## src/rtl/pc_sequencer.sv

```systemverilog
// Program-counter sequencer: fetches an instruction, decodes control flow and
// issues one registered PC update strobe per instruction until HALT.
module pc_sequencer #(
    parameter int unsigned PC_BITS    = 6,
    parameter int unsigned INSTR_BITS = 16,
    parameter int unsigned CNT_BITS   = 16
) (
    input  logic                  clka,
    input  logic                  reset,
    input  logic [INSTR_BITS-1:0] instr,
    input  logic                  instr_valid,
    input  logic                  zero_flag,
    input  logic                  neg_flag,
    output logic                  fetch_req,
    output logic                  pc_latch_data,
    output logic [1:0]            pc_ctl,
    output logic [PC_BITS-1:0]    imm,
    output logic [2:0]            sr1_addr,
    output logic                  halted,
    output logic [CNT_BITS-1:0]   retired
);

    localparam logic [3:0] OP_BR   = 4'hC;
    localparam logic [3:0] OP_JMP  = 4'hD;
    localparam logic [3:0] OP_HALT = 4'hE;
    localparam logic [3:0] OP_RST  = 4'hB;

    localparam logic [1:0] CTL_INC = 2'b00;
    localparam logic [1:0] CTL_REL = 2'b01;
    localparam logic [1:0] CTL_REG = 2'b10;
    localparam logic [1:0] CTL_ZERO = 2'b11;

    typedef enum logic [2:0] {
        S_IDLE,
        S_FETCH,
        S_DECODE,
        S_UPDATE,
        S_HALT
    } state_t;

    state_t                r_state;
    logic [INSTR_BITS-1:0] r_ir;

    logic [3:0]            w_opcode;
    logic [1:0]            w_cond;
    logic [2:0]            w_reg;
    logic [5:0]            w_off;
    logic                  w_taken;
    logic [1:0]            w_ctl;
    logic [PC_BITS-1:0]    w_imm;
    logic [2:0]            w_sr1;
    logic                  w_unused;

    assign w_opcode = r_ir[15:12];
    assign w_cond   = r_ir[11:10];
    assign w_reg    = r_ir[8:6];
    assign w_off    = r_ir[5:0];
    assign w_unused = r_ir[9];

    // Branch condition evaluated against the live flags; only consumed on the DECODE edge.
    always_comb begin
        w_taken = 1'b0;
        case (w_cond)
            2'b00:   w_taken = 1'b1;
            2'b01:   w_taken = zero_flag;
            2'b10:   w_taken = neg_flag;
            default: w_taken = ~zero_flag;
        endcase
    end

    always_comb begin
        w_ctl = CTL_INC;
        w_imm = '0;
        w_sr1 = 3'd0;
        case (w_opcode)
            OP_BR: begin
                if (w_taken) begin
                    w_ctl = CTL_REL;
                    w_imm = PC_BITS'(w_off);
                end
            end
            OP_JMP: begin
                w_ctl = CTL_REG;
                w_sr1 = w_reg;
            end
            OP_RST:  w_ctl = CTL_ZERO;
            default: w_ctl = CTL_INC;
        endcase
    end

    // Sequencer FSM; every output is a register written here.
    always_ff @(posedge clka or posedge reset) begin
        if (reset) begin
            r_state       <= S_IDLE;
            r_ir          <= '0;
            fetch_req     <= 1'b0;
            pc_latch_data <= 1'b0;
            pc_ctl        <= CTL_INC;
            imm           <= '0;
            sr1_addr      <= 3'd0;
            halted        <= 1'b0;
            retired       <= '0;
        end else begin
            pc_latch_data <= 1'b0;
            case (r_state)
                S_IDLE: begin
                    fetch_req <= 1'b1;
                    r_state   <= S_FETCH;
                end
                S_FETCH: begin
                    if (instr_valid) begin
                        r_ir      <= instr;
                        fetch_req <= 1'b0;
                        r_state   <= S_DECODE;
                    end
                end
                S_DECODE: begin
                    if (w_opcode == OP_HALT) begin
                        halted  <= 1'b1;
                        r_state <= S_HALT;
                    end else begin
                        pc_ctl        <= w_ctl;
                        imm           <= w_imm;
                        sr1_addr      <= w_sr1;
                        pc_latch_data <= 1'b1;
                        r_state       <= S_UPDATE;
                    end
                end
                S_UPDATE: begin
                    retired   <= retired + CNT_BITS'(1);
                    fetch_req <= 1'b1;
                    r_state   <= S_FETCH;
                end
                S_HALT: begin
                    halted    <= 1'b1;
                    fetch_req <= 1'b0;
                end
                default: r_state <= S_IDLE;
            endcase
        end
    end

endmodule

```

## config.mk

```make
export PLATFORM = sky130hd
export DESIGN_NAME = pc_sequencer
export DESIGN_NICKNAME = d
export VERILOG_FILES = /design/src/rtl/pc_sequencer.sv
export SDC_FILE = /design/constraint.sdc
export NUM_CORES = 1
export LEC_CHECK = 0
export BUFFER_PORTS_ARGS = -buffer_cell sky130_fd_sc_hd__buf_2
export CAP_MARGIN = 15
export CORE_ASPECT_RATIO = 0.7
export CORE_UTILIZATION = 54
export CTS_BUF_LIST = sky130_fd_sc_hd__clkbuf_4 sky130_fd_sc_hd__clkbuf_8
export DETAILED_ROUTE_END_ITERATION = 12
export GPL_TIMING_DRIVEN = 0
export MAX_ROUTING_LAYER = met4
export PLACE_DENSITY = 0.89
export SYNTH_ARGS = -nofsm -noshare
export SYNTH_HDL_FRONTEND = slang
export SYNTH_SLANG_ARGS = --single-unit
```

## constraint.sdc

```tcl
create_clock -name clka -period 1.99 [get_ports clka]
set_input_delay 0.4975 -clock clka [delete_from_list [all_inputs] [get_ports clka]]
set_output_delay 0.4975 -clock clka [all_outputs]
set_load 0.01 [all_outputs]
```

==> metrics.cfg, run 1 <==
[global_routing]
grt_pass1_wl_um=5602
grt_antenna_before_repair=0
overflow=0
grt_max_degree=26
grt_pass1_vias=1247
track_usage_pct=20.27

[die]
pin_count=51
die_h_um=53.34
dieArea_sq_mm=0.004019
die_w_um=75.34
num_rows=18
coreArea_sq_mm=0.003558
initial_core_util_pct=57.14

[route]
vias_per_cell=5.215
vias=1361
dr.pass1.iters=4
ant_nets=0
drtIter0Drc=60
post-route-drc-count=0
wl_per_cell_um=13.63
wl_um=3558

[finish]
area_growth_syn_to_layout_pct=21.97
fin_nets=232
fillers=289
num_antenna_cells=0
layout-drive-gt1-share_pct=41.71

[pwr]
ir_worst_vdd_mv=0.8221
p_per_area_mw_per_mm2=1297
pwr-share-clk_pct=21.4
p_int_mw=2.184
p_switching_mw=1.032
leakage_nw=1.214
pwr-share-seq_pct=48.8
p_total_mw=3.216
pwr-share-comb_pct=29.7
swShare_pct=32.10

[setup_path]
slowest_delay_ns=0.53
r2r_start=r_state[1]$_DFFE_PP0P_
reg2reg_slack_ns=0.24
cp.arrival_ns=1.94
critPathRequiredTime_ns=2.18
r2r_cells=4
crit_slowest_cell=nor4_4
critPathKind=register to register
crit_path_end=r_ir[4]$_DFFE_PP0P_
cp-startpoint=r_state[1]$_DFFE_PP0P_
crit_fanout=10
reg2reg_to=r_ir[4]$_DFFE_PP0P_
start_kind=register
cp-end-kind=register
crit_chain=buf_4 -> nor4_4 -> buf_6 -> mux2_2

[synthesis]
yosys.cell_count.top_type=dfrtp_1
synth_area_sq_mm=0.002033
synth_top_area_share_pct=59.08
synth_nets=175
ys_ff_latch=48
synth_commonest_cells=48 x dfrtp_1, 16 x mux2_2, 10 x xnor2_1, 9 x a22o_1, 8 x nor2_1
postSynthAreaPerCell_sq_um=13.29
yosysSeqAreaShare_pct=59.08
synth_warnings=0
synth_edf_count=0
synth_cells=153
ys_types=35
async_reset_ff_share_pct=100.0
synth_area_leaders=dfrtp_1 59%, mux2_2 8.9%, xnor2_1 4.3%
synth_largest_area_cell=dfrtp_1
synthFlopType=dfrtp_1

[sta]
layout_setup_ws_ns=0.2364
fin_tns_setup_ns=0
setup_viol=0
hold_viol_final=0
clock.fmax_ghz=0.5702
drv_slew=0
whs_ns=0.2311
tightest_slew_ns=0.5497
final.setup_skew_ns=0.003784
rsz0062_at_grt=no
slew_headroom_pct=63.08
fin_crit_sh_pct=88.12
fin_crit_ns=1.754

[clock_tree]
h-tree-depth=2
cts-buffers-inserted=5
cts_tree=done
cts.reportedPaths.clkPinSlew_ns=0.09
cts_setup_buffers=0
cts_resized=0
cts_hold_buf=0
clock_path_buffers=2
cts_sinks=48
root_buffer=clkbuf_8
clock_latency_ns=0.29

[place]
dp.final_hpwl_um=2547
gp_congestion=0.7823
post-place-ws_ns=0.2227
io_buffer_count=49

[status]
status=complete, no violations

[job]
maxCapViolCount=0

[min_path]
min_path_type=primary input to async pin

[logic make-up (layout without fill, tap and decap cells)]
group / count (synthesis) / in the layout / synth area share [%]
DFF: 48 / 48 / 59.08
muxes: 16 / 16 / 8.861
adders and majority gates: 1 / 1 / 0.6153
and+or+nand+nor: 44 / 44 / 14.65
AOI/OAI and AO/OA: 17 / 17 / 6.585
buffers and inverters: 11 / 69 / 3.323
xor gates and xnor gates: 16 / 16 / 6.892
[power groups by stage]
stage          registers, mW  clock network, mW  logic [mW]
2_1_floorplan           1.59                  0       0.626
3_3_place_gp            1.57                  0       0.917
3_5_place_dp            1.58                  0       0.962
4_1_cts                 1.57              0.701       0.967
5_1_grt                 1.62              0.747        1.06
6_report                1.57              0.690       0.956
[cell usage in the layout, fill, tap and decap left out, types with 3 or more instances in the layout]
master,count
buf_6,3
nand3_1,7
buf_2,49
xor2_1,6
nand2_1,4
nor2_1,8
inv_1,6
mux2_2,16
a22o_1,9
xnor2_1,10
nor3_1,4
clkbuf_8,5
dfrtp_1,48
[routing by layer]
metal / track usage, % / vias up / part of all wire, %
li1: - / 653 / -
met4: 6.481 / 0 / 0.84
met1: 26.32 / 665 / 46
met2: 31.40 / 38 / 48
met5: - / - / 0
met3: 5.143 / 5 / 4.6
[metrics by stage]
stage          cells  utilization [%]  instance area, sq um
2_1_floorplan    153                -                  2033
3_3_place_gp     252            65.79                  2341
3_5_place_dp     253            66.56                  2369
4_1_cts          261            69.69                  2480
5_1_grt          261            69.69                  2480
6_report         261            69.69                  2480
[layout make-up]
type | instances | area [sq um] | area share (%)
flip-flops and latches | 48 | 1201 | 48.44
clock buffers | 5 | 68.82 | 2.775
plain buffers | 4 | 41.29 | 1.665
clock inverters | 3 | 42.54 | 1.715
repair buffers | 50 | 272.8 | 11.00
inverters | 7 | 26.28 | 1.060
multi-input cells | 94 | 764.5 | 30.83
well taps | 50 | 62.56 | 2.523
[worst max-delay path: cells and delay by family, from the launching register on]
family                 cells  cell delay (ns)
buffers and inverters      2             0.40
flip-flops                 1             0.38
multiplexers               1             0.34
AND/OR/NAND/NOR            1             0.53
[worst min-delay path by stage]
stage | slack [ns] | cells after the start | startpoint | endpoint
floorplan | 0.46 | 1 | r_ir[0]$_DFFE_PP0P_ | imm[0]$_DFFE_PP0P_
global placement | 0.45 | 1 | retired[15]$_DFFE_PP0N_ | retired[15]$_DFFE_PP0N_
detailed placement | 0.46 | 1 | retired[15]$_DFFE_PP0N_ | retired[15]$_DFFE_PP0N_
CTS | 0.25 | 2 | reset | imm[1]$_DFFE_PP0P_
global route | 0.26 | 2 | reset | imm[2]$_DFFE_PP0P_
finish | 0.23 | 2 | reset | imm[2]$_DFFE_PP0P_
[flip-flops by register name (all words and copies together) (netlist names)]
register,cells
fetch_req,1
imm,6
halted,1
r_state,3
pc_ctl,2
retired,16
sr1_addr,3
pc_latch_data,1
r_ir,15
Power figures use the tool's default switching activity.
==> run 2, diff against run 1 <==
- CORE_MARGIN: default -> 2
- GPL_ROUTABILITY_DRIVEN: default -> 0
==> metrics.cfg, run 2 (synthesis gave the netlist of run 1 again) <==
[route]
drtIter0Drc=64
wl_per_cell_um=13.65
dr.pass1.iters=4
wl_um=3563
vias_per_cell=5.119
vias=1336
post-route-drc-count=0
ant_nets=0

[global_routing]
overflow=0
grt_pass1_wl_um=6375
grt_pass1_vias=1367
track_usage_pct=19.40
grt_max_degree=28
grt_antenna_before_repair=0

[die]
initial_core_util_pct=57.14
coreArea_sq_mm=0.003558
dieArea_sq_mm=0.004280
pin_count=51
die_w_um=77.34
die_h_um=55.34
num_rows=18

[clock_tree]
h-tree-depth=2
cts_setup_buffers=0
cts_resized=0
cts-buffers-inserted=5
cts_hold_buf=0
cts_sinks=48
root_buffer=clkbuf_8
clock_path_buffers=2
clock_latency_ns=0.30
cts_tree=done
cts.reportedPaths.clkPinSlew_ns=0.08

[pwr]
leakage_nw=1.221
ir_worst_vdd_mv=0.8070
p_total_mw=3.269
p_per_area_mw_per_mm2=1314

[sta]
tightest_slew_ns=0.5462
fin_crit_ns=1.770
final.setup_skew_ns=0.002655
setup_viol=0
fin_crit_sh_pct=88.92
drv_slew=0
hold_viol_final=0
slew_headroom_pct=63.31
clock.fmax_ghz=0.5651
whs_ns=0.2039
rsz0062_at_grt=no

[setup_path]
cp-startpoint=r_state[1]$_DFFE_PP0P_
critPathKind=register to register
start_kind=register
reg2reg_slack_ns=0.22
cp.arrival_ns=1.95
r2r_cells=4
r2r_start=r_state[1]$_DFFE_PP0P_
reg2reg_to=r_ir[4]$_DFFE_PP0P_
crit_fanout=10
cp-end-kind=register
critPathRequiredTime_ns=2.17

[finish]
multi_input_area_sq_um=764.5
num_antenna_cells=0
fillers=285
regMostFlops=retired
final_cell_mix=49 x buf_2, 48 x dfrtp_1, 16 x mux2_2
fin_area_sq_mm=0.002487
fin_nets=232
layout-drive-gt1-share_pct=41.71
mostFrequentLayoutCell=buf_2
reg.largest.list=retired (16), r_ir (15), imm (6)
seqCellArea_sq_mm=0.001201
largest_reg_flops=16
area_growth_syn_to_layout_pct=22.34

[status]
status=complete, no violations

[place]
io_buffer_count=49
postPlaceCellArea_sq_mm=0.002361
dp.final_hpwl_um=2516

[job]
maxCapViolCount=0

[min_path]
min_path_type=primary input to async pin

run 2: changes by cell type in the layout (fill, tap and decap cells not counted):
cell / delta
buf_16: -1
clkinvlp_4: -1
clkbuf_8: +2
clkinv_2: -1
buf_12: +1
run 2: power breakdown:
part           switching (mW)  internal, mW
Clock                   0.308         0.443
Sequential              0.275          1.30
Combinational           0.433         0.515
Total                    1.02          2.25
run 2: worst max path at each step:
stage,slack [ns],endpoint
detailed placement,0.19,r_ir[4]$_DFFE_PP0P_
floorplan,0.35,fetch_req$_DFFE_PP0P_
CTS,0.18,r_ir[4]$_DFFE_PP0P_
finish,0.22,r_ir[4]$_DFFE_PP0P_
global placement,-0.20,r_ir[14]$_DFFE_PP0P_
global route,0.1,r_ir[6]$_DFFE_PP0P_
run 2: per-layer routing:
layer	wire length [um]	global-route usage, %	up-vias
met3	170	4.902	6
met1	1694	25.91	639
met2	1650	28.57	35
li1	-	-	656
met4	48	8.163	0
met5	0	-	-
run 2: through the flow:
stage	util, %	setup TNS (ns)	std cells	setup WS, ns
2_1_floorplan	-	0	153	0.3480
3_3_place_gp	65.79	-9.707	252	-0.2030
3_5_place_dp	66.35	0	253	0.1894
4_1_cts	69.90	0	261	0.1803
5_1_grt	69.90	0	261	0.09902
6_report	69.90	0	261	0.2204
run 2: critical path, cell delays in order (launching register included):
cell	delay, ns
dfrtp_1	0.38
buf_4	0.17
nor4_4	0.53
buf_6	0.22
mux2_2	0.35
run 2: cell type report:
class	instances	area share, %
multi-input combinational	94	30.73
sequential	48	48.29
buffer	4	1.660
inverter	7	1.056
clock buffer	7	3.873
timing repair buffer	50	10.66
clock inverter	1	1.207
tap	50	2.515
